[config.mk]
export PLATFORM = sky130hd
export DESIGN_NAME = complex_integer_divider_unit_flat
export DESIGN_NICKNAME = d
export VERILOG_FILES = /design/src/rtl/complex_integer_divider_unit_if.sv /design/src/rtl/complex_integer_divider_unit.sv /design/src/flat_wrapper.sv
export SDC_FILE = /design/constraint.sdc
export NUM_CORES = 1
export LEC_CHECK = 0
export BUFFER_PORTS_ARGS = -buffer_cell sky130_fd_sc_hd__buf_2
export CORE_ASPECT_RATIO = 0.6
export CORE_MARGIN = 10
export CORE_UTILIZATION = 30
export CTS_BUF_LIST = sky130_fd_sc_hd__clkbuf_2
export CTS_CLUSTER_DIAMETER = 80
export DETAILED_ROUTE_END_ITERATION = 7
export HOLD_SLACK_MARGIN = 0.1
export PLACE_DENSITY = 0.45
export REMOVE_ABC_BUFFERS = 1
export SKIP_CTS_REPAIR_TIMING = 1
export SYNTH_ARGS = -nofsm -noshare
export SYNTH_HDL_FRONTEND = slang
export SYNTH_SLANG_ARGS = --single-unit
[constraint.sdc]
create_clock -name clk -period 4.7 [get_ports clk]
set_clock_uncertainty 0.1 [all_clocks]
set_input_delay 0.47 -clock clk [delete_from_list [all_inputs] [get_ports clk]]
set_output_delay 0.47 -clock clk [all_outputs]
set_load 0.01 [all_outputs]
[src/rtl/complex_integer_divider_unit_if.sv]
// Handshake and data bundle between the complex-integer pipeline and the divider.
// master: issue queue / register read / execute / writeback side. slave: the divider.
interface complex_integer_divider_unit_if #(
  parameter int unsigned DATA_WIDTH = 32,
  parameter int unsigned TAG_WIDTH  = 7,
  parameter int unsigned PREG_WIDTH = 7
);
  logic                  reserve;
  logic                  cancel;
  logic                  start;
  logic [1:0]            op;
  logic [DATA_WIDTH-1:0] dividend;
  logic [DATA_WIDTH-1:0] divisor;
  logic [TAG_WIDTH-1:0]  tag_in;
  logic [PREG_WIDTH-1:0] dst_in;
  logic                  flush_inflight;
  logic                  result_ack;
  logic                  is_free;
  logic                  result_valid;
  logic [DATA_WIDTH-1:0] result;
  logic [TAG_WIDTH-1:0]  tag_out;
  logic [PREG_WIDTH-1:0] dst_out;

  modport master (
    output reserve, cancel, start, op, dividend, divisor, tag_in, dst_in,
    output flush_inflight, result_ack,
    input  is_free, result_valid, result, tag_out, dst_out
  );

  modport slave (
    input  reserve, cancel, start, op, dividend, divisor, tag_in, dst_in,
    input  flush_inflight, result_ack,
    output is_free, result_valid, result, tag_out, dst_out
  );
endinterface

[src/rtl/complex_integer_divider_unit.sv]
// Iterative radix-2 restoring divider for the complex-integer execute stage.
// Reserved at issue, cancelled on register-read flush, started in execute; the
// result is held until writeback acknowledges it, so only one div is in flight.
module complex_integer_divider_unit #(
  parameter int unsigned DATA_WIDTH = 32,
  parameter int unsigned TAG_WIDTH  = 7,
  parameter int unsigned PREG_WIDTH = 7
) (
  input logic                          clk,
  input logic                          rst,
  complex_integer_divider_unit_if.slave bus
);
  localparam int unsigned CntWidth = $clog2(DATA_WIDTH);
  localparam logic [DATA_WIDTH-1:0] MinNeg = {1'b1, {(DATA_WIDTH-1){1'b0}}};

  typedef enum logic [1:0] {StFree, StReserved, StBusy, StDone} state_e;

  state_e                state_q;
  logic [CntWidth-1:0]   cnt_q;
  logic [DATA_WIDTH-1:0] rem_q;     // partial remainder, always < divisor
  logic [DATA_WIDTH-1:0] quo_q;     // dividend bits shift out, quotient bits shift in
  logic [DATA_WIDTH-1:0] dvs_q;     // divisor magnitude
  logic                  is_rem_q;
  logic                  neg_quo_q;
  logic                  neg_rem_q;
  logic [TAG_WIDTH-1:0]  tag_q;
  logic [PREG_WIDTH-1:0] dst_q;

  // Operand decode at start: magnitudes, sign flags and the one-cycle special cases.
  logic                  is_signed;
  logic                  a_neg;
  logic                  b_neg;
  logic [DATA_WIDTH-1:0] a_mag;
  logic [DATA_WIDTH-1:0] b_mag;
  logic                  div_zero;
  logic                  overflow;

  always_comb begin
    is_signed = ~bus.op[0];
    a_neg     = is_signed & bus.dividend[DATA_WIDTH-1];
    b_neg     = is_signed & bus.divisor[DATA_WIDTH-1];
    a_mag     = a_neg ? -bus.dividend : bus.dividend;
    b_mag     = b_neg ? -bus.divisor : bus.divisor;
    div_zero  = (bus.divisor == '0);
    overflow  = is_signed & (bus.dividend == MinNeg) & (bus.divisor == '1);
  end

  // One restoring step: shift in next dividend MSB, subtract divisor if it fits.
  logic [DATA_WIDTH:0] rem_shift;
  logic [DATA_WIDTH:0] rem_diff;
  logic                fits;

  always_comb begin
    rem_shift = {rem_q, quo_q[DATA_WIDTH-1]};
    rem_diff  = rem_shift - {1'b0, dvs_q};
    fits      = ~rem_diff[DATA_WIDTH];
  end

  // Control FSM and datapath registers.
  always_ff @(posedge clk or negedge rst) begin
    if (!rst) begin
      state_q   <= StFree;
      cnt_q     <= '0;
      rem_q     <= '0;
      quo_q     <= '0;
      dvs_q     <= '0;
      is_rem_q  <= 1'b0;
      neg_quo_q <= 1'b0;
      neg_rem_q <= 1'b0;
      tag_q     <= '0;
      dst_q     <= '0;
    end else begin
      unique case (state_q)
        StFree: begin
          if (bus.reserve) state_q <= StReserved;
        end
        StReserved: begin
          if (bus.cancel || bus.flush_inflight) begin
            state_q <= StFree;
          end else if (bus.start) begin
            is_rem_q <= bus.op[1];
            tag_q    <= bus.tag_in;
            dst_q    <= bus.dst_in;
            dvs_q    <= b_mag;
            if (div_zero) begin
              // Results are final: no sign fix applies.
              quo_q     <= '1;
              rem_q     <= bus.dividend;
              neg_quo_q <= 1'b0;
              neg_rem_q <= 1'b0;
              state_q   <= StDone;
            end else if (overflow) begin
              quo_q     <= MinNeg;
              rem_q     <= '0;
              neg_quo_q <= 1'b0;
              neg_rem_q <= 1'b0;
              state_q   <= StDone;
            end else begin
              quo_q     <= a_mag;
              rem_q     <= '0;
              neg_quo_q <= a_neg ^ b_neg;
              neg_rem_q <= a_neg;
              cnt_q     <= CntWidth'(DATA_WIDTH - 1);
              state_q   <= StBusy;
            end
          end
        end
        StBusy: begin
          if (bus.flush_inflight) begin
            state_q <= StFree;
          end else begin
            rem_q <= fits ? rem_diff[DATA_WIDTH-1:0] : rem_shift[DATA_WIDTH-1:0];
            quo_q <= {quo_q[DATA_WIDTH-2:0], fits};
            if (cnt_q == '0) state_q <= StDone;
            else             cnt_q   <= cnt_q - CntWidth'(1);
          end
        end
        StDone: begin
          if (bus.flush_inflight) begin
            state_q <= StFree;
          end else if (bus.result_ack) begin
            state_q <= bus.reserve ? StReserved : StFree;
          end
        end
        default: state_q <= StFree;
      endcase
    end
  end

  // Output view: sign fix applied on the held magnitudes while in DONE.
  logic [DATA_WIDTH-1:0] sel_mag;
  logic                  sel_neg;

  always_comb begin
    sel_mag = is_rem_q ? rem_q : quo_q;
    sel_neg = is_rem_q ? neg_rem_q : neg_quo_q;
  end

  assign bus.result_valid = (state_q == StDone);
  assign bus.result       = (state_q == StDone) ? (sel_neg ? -sel_mag : sel_mag) : '0;
  assign bus.tag_out      = tag_q;
  assign bus.dst_out      = dst_q;
  assign bus.is_free      = (state_q == StFree) ||
                            ((state_q == StDone) && bus.result_ack && !bus.flush_inflight);

  // Issue queue must never reserve a unit that is not free.
  reserve_when_free_a : assert property (@(posedge clk) disable iff (!rst)
    bus.reserve |-> bus.is_free);

endmodule

[src/flat_wrapper.sv]
// flat-port wrapper written by rule: the top's interface ports become plain ports
module complex_integer_divider_unit_flat 
#(
  parameter int unsigned DATA_WIDTH = 32,
  parameter int unsigned TAG_WIDTH  = 7,
  parameter int unsigned PREG_WIDTH = 7
)
  (clk, rst, bus_reserve, bus_cancel, bus_start, bus_op, bus_dividend, bus_divisor, bus_tag_in, bus_dst_in, bus_flush_inflight, bus_result_ack, bus_is_free, bus_result_valid, bus_result, bus_tag_out, bus_dst_out);
  complex_integer_divider_unit_if #(.DATA_WIDTH(DATA_WIDTH), .TAG_WIDTH(TAG_WIDTH), .PREG_WIDTH(PREG_WIDTH)) bus_i ();
  input logic clk;
  input logic rst;
  input wire logic [$bits(bus_i.reserve)-1:0] bus_reserve;
  input wire logic [$bits(bus_i.cancel)-1:0] bus_cancel;
  input wire logic [$bits(bus_i.start)-1:0] bus_start;
  input wire logic [$bits(bus_i.op)-1:0] bus_op;
  input wire logic [$bits(bus_i.dividend)-1:0] bus_dividend;
  input wire logic [$bits(bus_i.divisor)-1:0] bus_divisor;
  input wire logic [$bits(bus_i.tag_in)-1:0] bus_tag_in;
  input wire logic [$bits(bus_i.dst_in)-1:0] bus_dst_in;
  input wire logic [$bits(bus_i.flush_inflight)-1:0] bus_flush_inflight;
  input wire logic [$bits(bus_i.result_ack)-1:0] bus_result_ack;
  output wire logic [$bits(bus_i.is_free)-1:0] bus_is_free;
  output wire logic [$bits(bus_i.result_valid)-1:0] bus_result_valid;
  output wire logic [$bits(bus_i.result)-1:0] bus_result;
  output wire logic [$bits(bus_i.tag_out)-1:0] bus_tag_out;
  output wire logic [$bits(bus_i.dst_out)-1:0] bus_dst_out;
  assign bus_i.reserve = bus_reserve;
  assign bus_i.cancel = bus_cancel;
  assign bus_i.start = bus_start;
  assign bus_i.op = bus_op;
  assign bus_i.dividend = bus_dividend;
  assign bus_i.divisor = bus_divisor;
  assign bus_i.tag_in = bus_tag_in;
  assign bus_i.dst_in = bus_dst_in;
  assign bus_i.flush_inflight = bus_flush_inflight;
  assign bus_i.result_ack = bus_result_ack;
  assign bus_is_free = bus_i.is_free;
  assign bus_result_valid = bus_i.result_valid;
  assign bus_result = bus_i.result;
  assign bus_tag_out = bus_i.tag_out;
  assign bus_dst_out = bus_i.dst_out;
  complex_integer_divider_unit #(.DATA_WIDTH(DATA_WIDTH), .TAG_WIDTH(TAG_WIDTH), .PREG_WIDTH(PREG_WIDTH)) u_core (.clk(clk), .rst(rst), .bus(bus_i));
endmodule
==> impl_results.md <==
* Synth Warn # at 0
* Hold Path Cell Cnt at 5
* Tot Pwr at 8879 µW
* CTS Buf Count at 17
* Setup TNS at 0 ns
* Worst slew pin tran at 1.016 ns
* # setup viols final at 0
* Sequential-to-total area share from yosys stat at 29.38%
* VDD IR-drop max at 300.5 µV
* WS Path Type: register to primary output
* Highest clock rate at 0.2287 GHz
* Total grt overflow at 0
* First drt pass iteration count at 5
* Fill count at 3592
* Crit path launch type: register
* DR vias at 10770
* Status: finished, final reports clean
* Nets at 1690
* Reg-to-reg startpoint: u_core.rem_q[19]
* R2R depth at 9
* Buf/Inv on CP at 3
* Most common cell in the netlist: nand2_1
* CP required at 4.13 ns
* Clk_lat worst skew at 0.82 ns
* Initial antenna violation count at 3
* Asr flop ratio synth at 100.0%
* Post-DR wirelength/cell at 19.79 µm
* # rows at 52
* Ports at 135
* Routed Wire Length at 40310 µm
* Total track usage at 18.16%
* Total die area at 42090 µm²
* LEAKAGE at 0.005607 µW
* Post-synth top cells: 173 x nand2_1, 140 x a21oi_1, 137 x o21ai_0
* Largest net degree at the start of global routing at 57
* Max_cap viols at 0
* Core area at 33640 µm²
* Crit path cell chain: clkbuf_4, buf_8, nor3_2, o211ai_1, nor4_4, and2_1, nand2_1, o41ai_2, xnor2_1, nor2_1, buf_2
* Cell variety after synth at 67
* First-pass GRT wire length at 59750 µm
* CTS root buffer: clkbuf_2
* Worst Path Arrival at 3.80 ns
* Syn Area/Cell at 7.548 µm²
* Final hold vios at 0
* Critical Path Max Stage Delay at 0.60 ns
* Number of DRC markers in iteration 0 at 842
* PD cells at 690.2 nW/µm²
* Initial core utilization at 30.38%
* Fin. max-slew vios at 0
* Top Family by Delay on Critical Path: simple AND/OR/NAND/NOR gates
* Synth top area cells: dfrtp_1 29%, a21oi_1 6.9%, o21ai_0 6.7%
* Hold_sp: bus_result_ack
* Area leader, netlist: dfrtp_1
* Area Growth Syn to Fin at 25.87%
* Clk sinks at 120
* Critical path peak fanout at 13
* Max Root-Sink Buffers at 2
* CP max-delay cell: dfrtp_4
* Worst hold path type: primary input to register
* H-Tree Depth at 4
* Final GP Congestion at 0.9036
* Synthesized area at 10220 µm²
* Detailed placement HPWL at 30050 µm
* Period utilization at 93.03%
* Number of synthesized flops with an enable pin at 0
* CTS tree: yes
* Layout cells sized above 1 at 15.11%
* Clock transition at the registers of the reported paths at 0.20 ns
* Via-to-Cell Ratio at 5.289
* Util after Layout at 38.24%
* Port Buffers at 134
* Area share of the largest cell type after synthesis at 29.38%
* Crit. path cell count at 11
* DIE HEIGHT at 163.0 µm
* Number of global-route vias before repair at 10040
* DR DRC count at 0
* Reg2reg setup slack at 0.41 ns
* Primary FF master, synth: dfrtp_1
* Synth Instances at 1354
* WHS Endpoint: u_core.state_q[0]
* Yosys reg bits at 120
* ANT nets after route at 0
* Fin crit period at 4.372 ns
* R2R Path End: u_core.quo_q[0]
* Max_slew headroom at 32.10%
* Crit path capture type: primary output
* Die width at 258.3 µm
* CP startpoint: u_core.is_rem_q
## sequential cells by signal (all words and copies together) (netlist names)
signal,flops
u_core.state_q,2
u_core.dvs_q,32
u_core.bus.tag_out,7
u_core.bus.dst_out,7
u_core.rem_q,32
u_core.is_rem_q,1
u_core.neg_rem_q,1
u_core.quo_q,32
u_core.neg_quo_q,1
u_core.cnt_q,5
## where the power goes
group | internal (µW) | switching [µW]
combinational | 2420 | 3660
sequential | 1500 | 510
clock | 342 | 453
## per-stage QoR
stage | setup WS (ns) | instances | hold WS [ns] | area [µm²]
3_5_place_dp | 0.5098 | 1892 | 0.3564 | 11410
4_1_cts | -0.3711 | 1922 | -0.5671 | 11660
2_1_floorplan | 0.1349 | 1269 | 0.07441 | 9891
3_3_place_gp | 0.5410 | 1892 | 0.3521 | 11410
6_report | 0.3276 | 2037 | 0.2077 | 12860
5_1_grt | -0.01439 | 2037 | 0.1191 | 12860
## logic make-up after synthesis
logic type,Yosys count,share of synthesized area (%)
fa+ha+maj,39,4.848
compound gates,412,23.78
mux,48,4.824
simple gates,486,22.54
flops,120,29.38
buf+inv,139,5.203
xor+xnor,110,9.427
## worst register-to-register path, stage by stage, from the launching register on
cell	delay [ns]
dfrtp_1	0.49
ha_1	0.48
nand4_1	0.21
or3_1	0.44
a211oi_1	0.58
or4b_2	0.24
nand4_1	0.63
buf_4	0.56
a221oi_1	0.39
a21o_1	0.12
## cell type report
| type | instances | area, µm² | area share, % |
|---|---|---|---|
| multi-input cells | 1095 | 6775 | 52.67 |
| flip-flops and latches | 120 | 3007 | 23.37 |
| repair buffers | 276 | 2046 | 15.90 |
| well taps | 459 | 574.3 | 4.465 |
| inverters | 54 | 202.7 | 1.576 |
| clock inverters | 11 | 156.4 | 1.216 |
| clock buffers | 19 | 95.09 | 0.7392 |
| diodes | 3 | 7.507 | 0.05836 |
## how the worst max path moves through the flow
stage	to
floorplan	u_core.quo_q[29]
global placement	u_core.rem_q[30]
detailed placement	u_core.rem_q[20]
CTS	bus_result[31]
global route	bus_result[28]
finish	bus_result[31]
## placed cells by master (no fill, tap or decap), types with 6 or more instances in the layout
cell type        n
nand2b_1        17
nand3_1         19
o21ai_0        136
buf_4           31
or3_1           12
buf_2          133
dfrtp_1        119
nand2_1        171
nor2_1         127
clkbuf_2        19
nor4_1          12
o41ai_1          9
ha_1            38
mux2_2          10
or4_1           10
a21o_1          11
and2_1           9
xnor2_1         64
nor3b_1          8
a21oi_1        139
nor3_1          32
o211ai_1        16
xor2_1          46
and3_1          16
inv_1           54
mux2i_1         38
a31oi_1         18
nor2b_1          7
a211oi_1         7
dlygate4sd3_1  107
o22ai_1          9
o21a_1           6
o31ai_1         17
nand4_1         20
## layer usage
metal | part of all wire [%] | GRT usage (%) | wire length, µm | vias up
met1 | 50 | 25.81 | 19990 | 5225
met4 | 0.94 | 3.462 | 378 | 0
met5 | 0 | 0 | 0 | -
met3 | 5.5 | 4.348 | 2200 | 27
li1 | - | - | - | 5248
met2 | 44 | 27.44 | 17740 | 273
Note: power is estimated with default switching activity, not from simulation.
